[src/rtl/axil2mpi_master.sv]
// AXI4-Lite slave to MPI register-bus initiator bridge.
// AW and W are taken together as one write. Only one MPI access is in flight at a time.
// Simultaneous read and write requests are served round-robin.
module axil2mpi_master #(
    parameter int AXI_ADDR_WIDTH = 32,
    parameter int CPU_ADDR_WIDTH = 12,
    parameter int CPU_DATA_WIDTH = 32,
    parameter int RD_LATENCY     = 1
) (
    input  logic                        clks,
    input  logic                        reset_n,
    input  logic                        s_awvalid,
    output logic                        s_awready,
    input  logic [AXI_ADDR_WIDTH-1:0]   s_awaddr,
    input  logic                        s_wvalid,
    output logic                        s_wready,
    input  logic [CPU_DATA_WIDTH-1:0]   s_wdata,
    input  logic [CPU_DATA_WIDTH/8-1:0] s_wstrb,
    output logic                        s_bvalid,
    input  logic                        s_bready,
    output logic [1:0]                  s_bresp,
    input  logic                        s_arvalid,
    output logic                        s_arready,
    input  logic [AXI_ADDR_WIDTH-1:0]   s_araddr,
    output logic                        s_rvalid,
    input  logic                        s_rready,
    output logic [CPU_DATA_WIDTH-1:0]   s_rdata,
    output logic [1:0]                  s_rresp,
    output logic                        cpu_wr,
    output logic [CPU_ADDR_WIDTH-1:0]   cpu_wr_addr,
    output logic [CPU_DATA_WIDTH-1:0]   cpu_data_in,
    output logic                        cpu_rd,
    input  logic [CPU_DATA_WIDTH-1:0]   cpu_data_out
);

    localparam int         STRB_WIDTH   = CPU_DATA_WIDTH / 8;
    localparam logic [1:0] RESP_OKAY    = 2'b00;
    localparam logic [1:0] RESP_SLVERR  = 2'b10;
    localparam logic [3:0] RD_WAIT_INIT = 4'(RD_LATENCY - 1);

    typedef enum logic [2:0] {
        IDLE    = 3'd0,
        WR_EXEC = 3'd1,
        WR_RESP = 3'd2,
        RD_ADDR = 3'd3,
        RD_WAIT = 3'd4,
        RD_RESP = 3'd5
    } state_t;

    // A write is only legal to the register file when every byte lane is enabled.
    function automatic logic all_ones(input logic [STRB_WIDTH-1:0] v);
        return &v;
    endfunction

    state_t                    state_r;
    logic                      prio_wr_r;
    logic [CPU_ADDR_WIDTH-1:0] addr_r;
    logic [CPU_DATA_WIDTH-1:0] data_r;
    logic                      strb_ok_r;
    logic                      cpu_wr_r;
    logic                      cpu_rd_r;
    logic                      bvalid_r;
    logic [1:0]                bresp_r;
    logic                      rvalid_r;
    logic [CPU_DATA_WIDTH-1:0] rdata_r;
    logic [3:0]                cnt_r;

    logic wr_cand_s;
    logic rd_cand_s;
    logic grant_wr_s;
    logic grant_rd_s;
    logic unused_addr_bits_s;

    // Byte-offset bits and bits above the word address are aliased away.
    assign unused_addr_bits_s = ^{s_awaddr[AXI_ADDR_WIDTH-1:CPU_ADDR_WIDTH+2], s_awaddr[1:0],
                                  s_araddr[AXI_ADDR_WIDTH-1:CPU_ADDR_WIDTH+2], s_araddr[1:0]};

    // Round-robin grant; readies are only ever offered from IDLE.
    always_comb begin
        wr_cand_s  = s_awvalid && s_wvalid;
        rd_cand_s  = s_arvalid;
        grant_wr_s = 1'b0;
        grant_rd_s = 1'b0;
        if (state_r == IDLE) begin
            grant_wr_s = wr_cand_s && (!rd_cand_s || prio_wr_r);
            grant_rd_s = rd_cand_s && (!wr_cand_s || !prio_wr_r);
        end else begin
            grant_wr_s = 1'b0;
            grant_rd_s = 1'b0;
        end
    end

    assign s_awready   = grant_wr_s;
    assign s_wready    = grant_wr_s;
    assign s_arready   = grant_rd_s;
    assign s_bvalid    = bvalid_r;
    assign s_bresp     = bresp_r;
    assign s_rvalid    = rvalid_r;
    assign s_rdata     = rdata_r;
    assign s_rresp     = RESP_OKAY;
    assign cpu_wr      = cpu_wr_r;
    assign cpu_rd      = cpu_rd_r;
    assign cpu_wr_addr = addr_r;
    assign cpu_data_in = data_r;

    // Transaction FSM with registered MPI strobes and AXI response channels.
    always_ff @(posedge clks or negedge reset_n) begin
        if (!reset_n) begin
            state_r   <= IDLE;
            prio_wr_r <= 1'b1;
            addr_r    <= '0;
            data_r    <= '0;
            strb_ok_r <= 1'b0;
            cpu_wr_r  <= 1'b0;
            cpu_rd_r  <= 1'b0;
            bvalid_r  <= 1'b0;
            bresp_r   <= RESP_OKAY;
            rvalid_r  <= 1'b0;
            rdata_r   <= '0;
            cnt_r     <= 4'd0;
        end else begin
            case (state_r)
                IDLE: begin
                    if (grant_wr_s) begin
                        addr_r    <= s_awaddr[CPU_ADDR_WIDTH+1:2];
                        data_r    <= s_wdata;
                        strb_ok_r <= all_ones(s_wstrb);
                        cpu_wr_r  <= all_ones(s_wstrb);
                        prio_wr_r <= 1'b0;
                        state_r   <= WR_EXEC;
                    end else if (grant_rd_s) begin
                        addr_r    <= s_araddr[CPU_ADDR_WIDTH+1:2];
                        cpu_rd_r  <= 1'b1;
                        prio_wr_r <= 1'b1;
                        state_r   <= RD_ADDR;
                    end else begin
                        state_r   <= IDLE;
                    end
                end
                WR_EXEC: begin
                    cpu_wr_r <= 1'b0;
                    bvalid_r <= 1'b1;
                    bresp_r  <= strb_ok_r ? RESP_OKAY : RESP_SLVERR;
                    state_r  <= WR_RESP;
                end
                WR_RESP: begin
                    if (s_bready) begin
                        bvalid_r <= 1'b0;
                        bresp_r  <= RESP_OKAY;
                        state_r  <= IDLE;
                    end else begin
                        state_r  <= WR_RESP;
                    end
                end
                RD_ADDR: begin
                    cpu_rd_r <= 1'b0;
                    cnt_r    <= RD_WAIT_INIT;
                    state_r  <= RD_WAIT;
                end
                RD_WAIT: begin
                    if (cnt_r == 4'd0) begin
                        rdata_r  <= cpu_data_out;
                        rvalid_r <= 1'b1;
                        state_r  <= RD_RESP;
                    end else begin
                        cnt_r    <= cnt_r - 4'd1;
                    end
                end
                RD_RESP: begin
                    if (s_rready) begin
                        rvalid_r <= 1'b0;
                        state_r  <= IDLE;
                    end else begin
                        state_r  <= RD_RESP;
                    end
                end
                default: begin
                    cpu_wr_r <= 1'b0;
                    cpu_rd_r <= 1'b0;
                    bvalid_r <= 1'b0;
                    rvalid_r <= 1'b0;
                    state_r  <= IDLE;
                end
            endcase
        end
    end

endmodule

[config.mk]
export PLATFORM = sky130hd
export DESIGN_NAME = axil2mpi_master
export DESIGN_NICKNAME = d
export VERILOG_FILES = /design/src/rtl/axil2mpi_master.sv
export SDC_FILE = /design/constraint.sdc
export NUM_CORES = 1
export LEC_CHECK = 0
export CAP_MARGIN = 20
export CORE_UTILIZATION = 34
export DETAILED_ROUTE_END_ITERATION = 10
export PLACE_DENSITY = 0.77
export SYNTH_ARGS = -nofsm -noshare
export SYNTH_HDL_FRONTEND = slang
export SYNTH_SLANG_ARGS = --single-unit
[constraint.sdc]
create_clock -name clks -period 1.7 [get_ports clks]
set_input_delay 0.17 -clock clks [delete_from_list [all_inputs] [get_ports clks]]
set_output_delay 0.17 -clock clks [all_outputs]
set_load 0.05 [all_outputs]
==> results.yml, run 1 <==
floorplan:
  die_area_sq_um: 11400
  die_x_um: 106.8
  fp.dieH_um: 106.8
  rows: 37
  pin_count: 226
  core_sq_um: 10460
  initial_core_util: 0.3567
route:
  ant_nets: 0
  drt-initial-drc-count: 76
  wl_per_cell_um: 16.46
  vias: 2988
  viasPerCell: 4.781
  dr.pass1.iters: 5
  drcViolationCount: 0
  wl_um: 10290
timing:
  rsz0062_at_grt: "true"
  hold_slack_ns: 0.2748
  tightest_slew_ns: 0.5433
  hold_viol: 0
  slew-limit-headroom: 0.6372
  tns_ns: -0.03341
  post-route-period-util: 1.007
  clock.fmax_ghz: 0.5842
  worst_slack_ns: -0.01166
  drv_slew: 0
  setup_violations: 3
  min_period_ns: 1.712
  fin_skew_ns: 0.01364
pwr:
  fin_total_pwr_mw: 12.89
  vdd_drop_max_uv: 1118
  leakagePower_nw: 2.874
  power_density_nw_per_um2: 2075
clocking:
  cts_buffers: 9
  insertion_delay_ns: 0.35
  root_buffer: "clkbuf_8"
  cts_tree: "built"
  cts.path.max_buffers: 2
  numClockSinks: 90
  htreeDepth: 3
  clk_pin_slew_ns: 0.10
global_routing:
  grt_pass1_wl_um: 15750
  grt_usage: 0.1792
  grt_max_degree: 45
  grt_pass1_vias: 3201
  antenna_found_initial: 0
  grt.overflow.total: 0
place:
  place_ws_ns: -0.02203
  io_buffers: 182
  finalWeightedCongestion: 0.8167
  hpwlAfterDp_um: 7460
worst_hold_path:
  min_path_type: "input pin to async pin"
logic_synthesis:
  synth.most_common_cell: "dfrtp_1"
  synth_edf_count: 0
  synth_top_area_frac: 0.5967
  ys_seq_area_frac: 0.6038
  ys.flop_type: "dfrtp_1"
  synth_area_sq_um: 3732
  synth.distinct_cells: 38
  async_reset_ff_frac: 1.000
  syn_avg_cell_area_sq_um: 13.43
  yosysWarnings: 0
  yosys.area.top_type: "dfrtp_1"
  synthTopCellsByCount: "dfrtp_1, mux2_2, mux2_1"
  syn_inst: 278
  yosys-top-cells-area: "dfrtp_1, mux2_2, mux2_1"
  ys_ff_latch: 90
final_layout:
  diodes: 0
  drive_gt1_frac: 0.2761
  syn_to_final_growth_pct: 66.48
  final_nets: 628
setup_path:
  crit_path_end_kind: "primary output"
  critPathKind: "register to primary output"
  r2r_end: "cpu_data_in[23]$_DFFE_PN0N_"
  crit-reg2reg-launch: "state_r[1]$_DFFE_PN0P_"
  ff2ff_path_depth: 5
  required_ns: 1.53
  cp-start-kind: "register"
  cp_max_fo: 4
  r2r_slack_ns: 0.03
  arrival_ns: 1.54
flow_run:
  max_cap_viol_count: 0
outcome:
  run_status: "complete, but fails checks"
  violations: "negative setup slack"
==> critical path: stages (launching register included) <==
cell and delay, ns:
dfrtp_1 0.43, or3_4 0.39, buf_6 0.14, nor2_4 0.09, buf_12 0.14
==> power breakdown <==
part	total (mW)	internal, mW	switching, mW
registers	3.70	3.17	0.534
logic	7.84	2.80	5.05
clock network	1.35	0.551	0.797
==> sequential cells by signal, summed over array words and instances, names as in the netlist <==
register	flops
s_rvalid	1
prio_wr_r	1
cpu_data_in	32
cpu_wr	1
s_bvalid	1
cnt_r	4
cpu_rd	1
s_bresp	1
cpu_wr_addr	12
s_rdata	32
state_r	3
strb_ok_r	1
==> routing by layer <==
| layer | share of wire | GRT usage |
|---|---|---|
| met1 | 0.38 | 0.2054 |
| met2 | 0.54 | 0.3263 |
| met3 | 0.065 | 0.04073 |
| met4 | 0.016 | 0.06164 |
| met5 | 0 | 0 |
==> how the worst max path moves through the flow <==
stage / cells past startpoint / slack (ns) / endpoint / startpoint
CTS: 4 / -0.03 / s_arready / state_r[0]$_DFFE_PN0P_
floorplan: 5 / -0.05 / cpu_data_in[25]$_DFFE_PN0N_ / state_r[2]$_DFFE_PN0P_
global route: 4 / -0.08 / s_wready / state_r[2]$_DFFE_PN0P_
finish: 4 / -0.01 / s_arready / state_r[1]$_DFFE_PN0P_
global placement: 5 / 0.02 / cpu_data_in[5]$_DFFE_PN0N_ / s_wvalid
detailed placement: 5 / -0.02 / cpu_data_in[28]$_DFFE_PN0N_ / s_wvalid
==> metrics by stage <==
step | cell area [sq um] | utilization | cells
6_report | 6213 | 0.5939 | 625
5_1_grt | 6213 | 0.5939 | 625
4_1_cts | 6071 | 0.5802 | 621
3_5_place_dp | 5884 | 0.5624 | 599
3_3_place_gp | 5884 | 0.5624 | 599
2_1_floorplan | 3834 | - | 280
==> layout by cell type, fill, tap and decap left out, types with 12 or more instances in the layout <==
cell	Yosys	routed
o22ai_1	12	12
mux2_2	38	38
nor2_1	18	17
dlymetal6s2s_1	0	12
dfrtp_1	89	89
clkdlybuf4s50_1	0	97
mux2_4	0	21
buf_4	5	33
a21oi_1	17	17
dlygate4sd2_1	0	51
==> logic make-up after synthesis <==
logic type	Yosys count	share of synthesized area
other cells	1	0.001005
compound gates	43	0.06939
simple gates	48	0.06705
fa+ha+maj	5	0.01676
buf+inv	24	0.04090
mux	67	0.2011
flops	90	0.6038
==> layout make-up <==
cell class	instances	area [sq um]
sequential	90	2253
clock inverter	6	48.80
multi-input combinational	166	1458
fill	879	4249
timing repair buffer	210	2130
clock buffer	10	127.6
inverter	7	26.28
tap	136	170.2
==> what timing repair did <==
action | CTS | global route
gates cloned | 0 | 3
pin swaps | 2 | 1
resized for setup | 56 | 20
hold endpoints to repair | 28 | 0
hold buffers | 1 | 0
setup endpoints to repair | 56 | 85
setup buffers | 5 | 1
Note: power is estimated with default switching activity, not from simulation.
==> run 2: changes to the inputs <==
--- a/config.mk
+++ b/config.mk
@@ -5,7 +5,7 @@
 export SDC_FILE = /design/constraint.sdc
 export NUM_CORES = 1
 export LEC_CHECK = 0
-export CAP_MARGIN = 20
+export CAP_MARGIN = 0
 export CORE_UTILIZATION = 34
 export DETAILED_ROUTE_END_ITERATION = 10
 export PLACE_DENSITY = 0.77
==> results of run 2 <==
No change in the layout: final DEF, timing and power equal those of run 1.
==> run 3: changes to the inputs <==
--- a/config.mk
+++ b/config.mk
@@ -7,6 +7,7 @@
 export LEC_CHECK = 0
 export CAP_MARGIN = 0
 export CORE_UTILIZATION = 34
+export CTS_CLUSTER_SIZE = 25
 export DETAILED_ROUTE_END_ITERATION = 10
 export PLACE_DENSITY = 0.77
 export SYNTH_ARGS = -nofsm -noshare
==> results of run 3 <==
No change in the layout: final DEF, timing and power equal those of run 1.
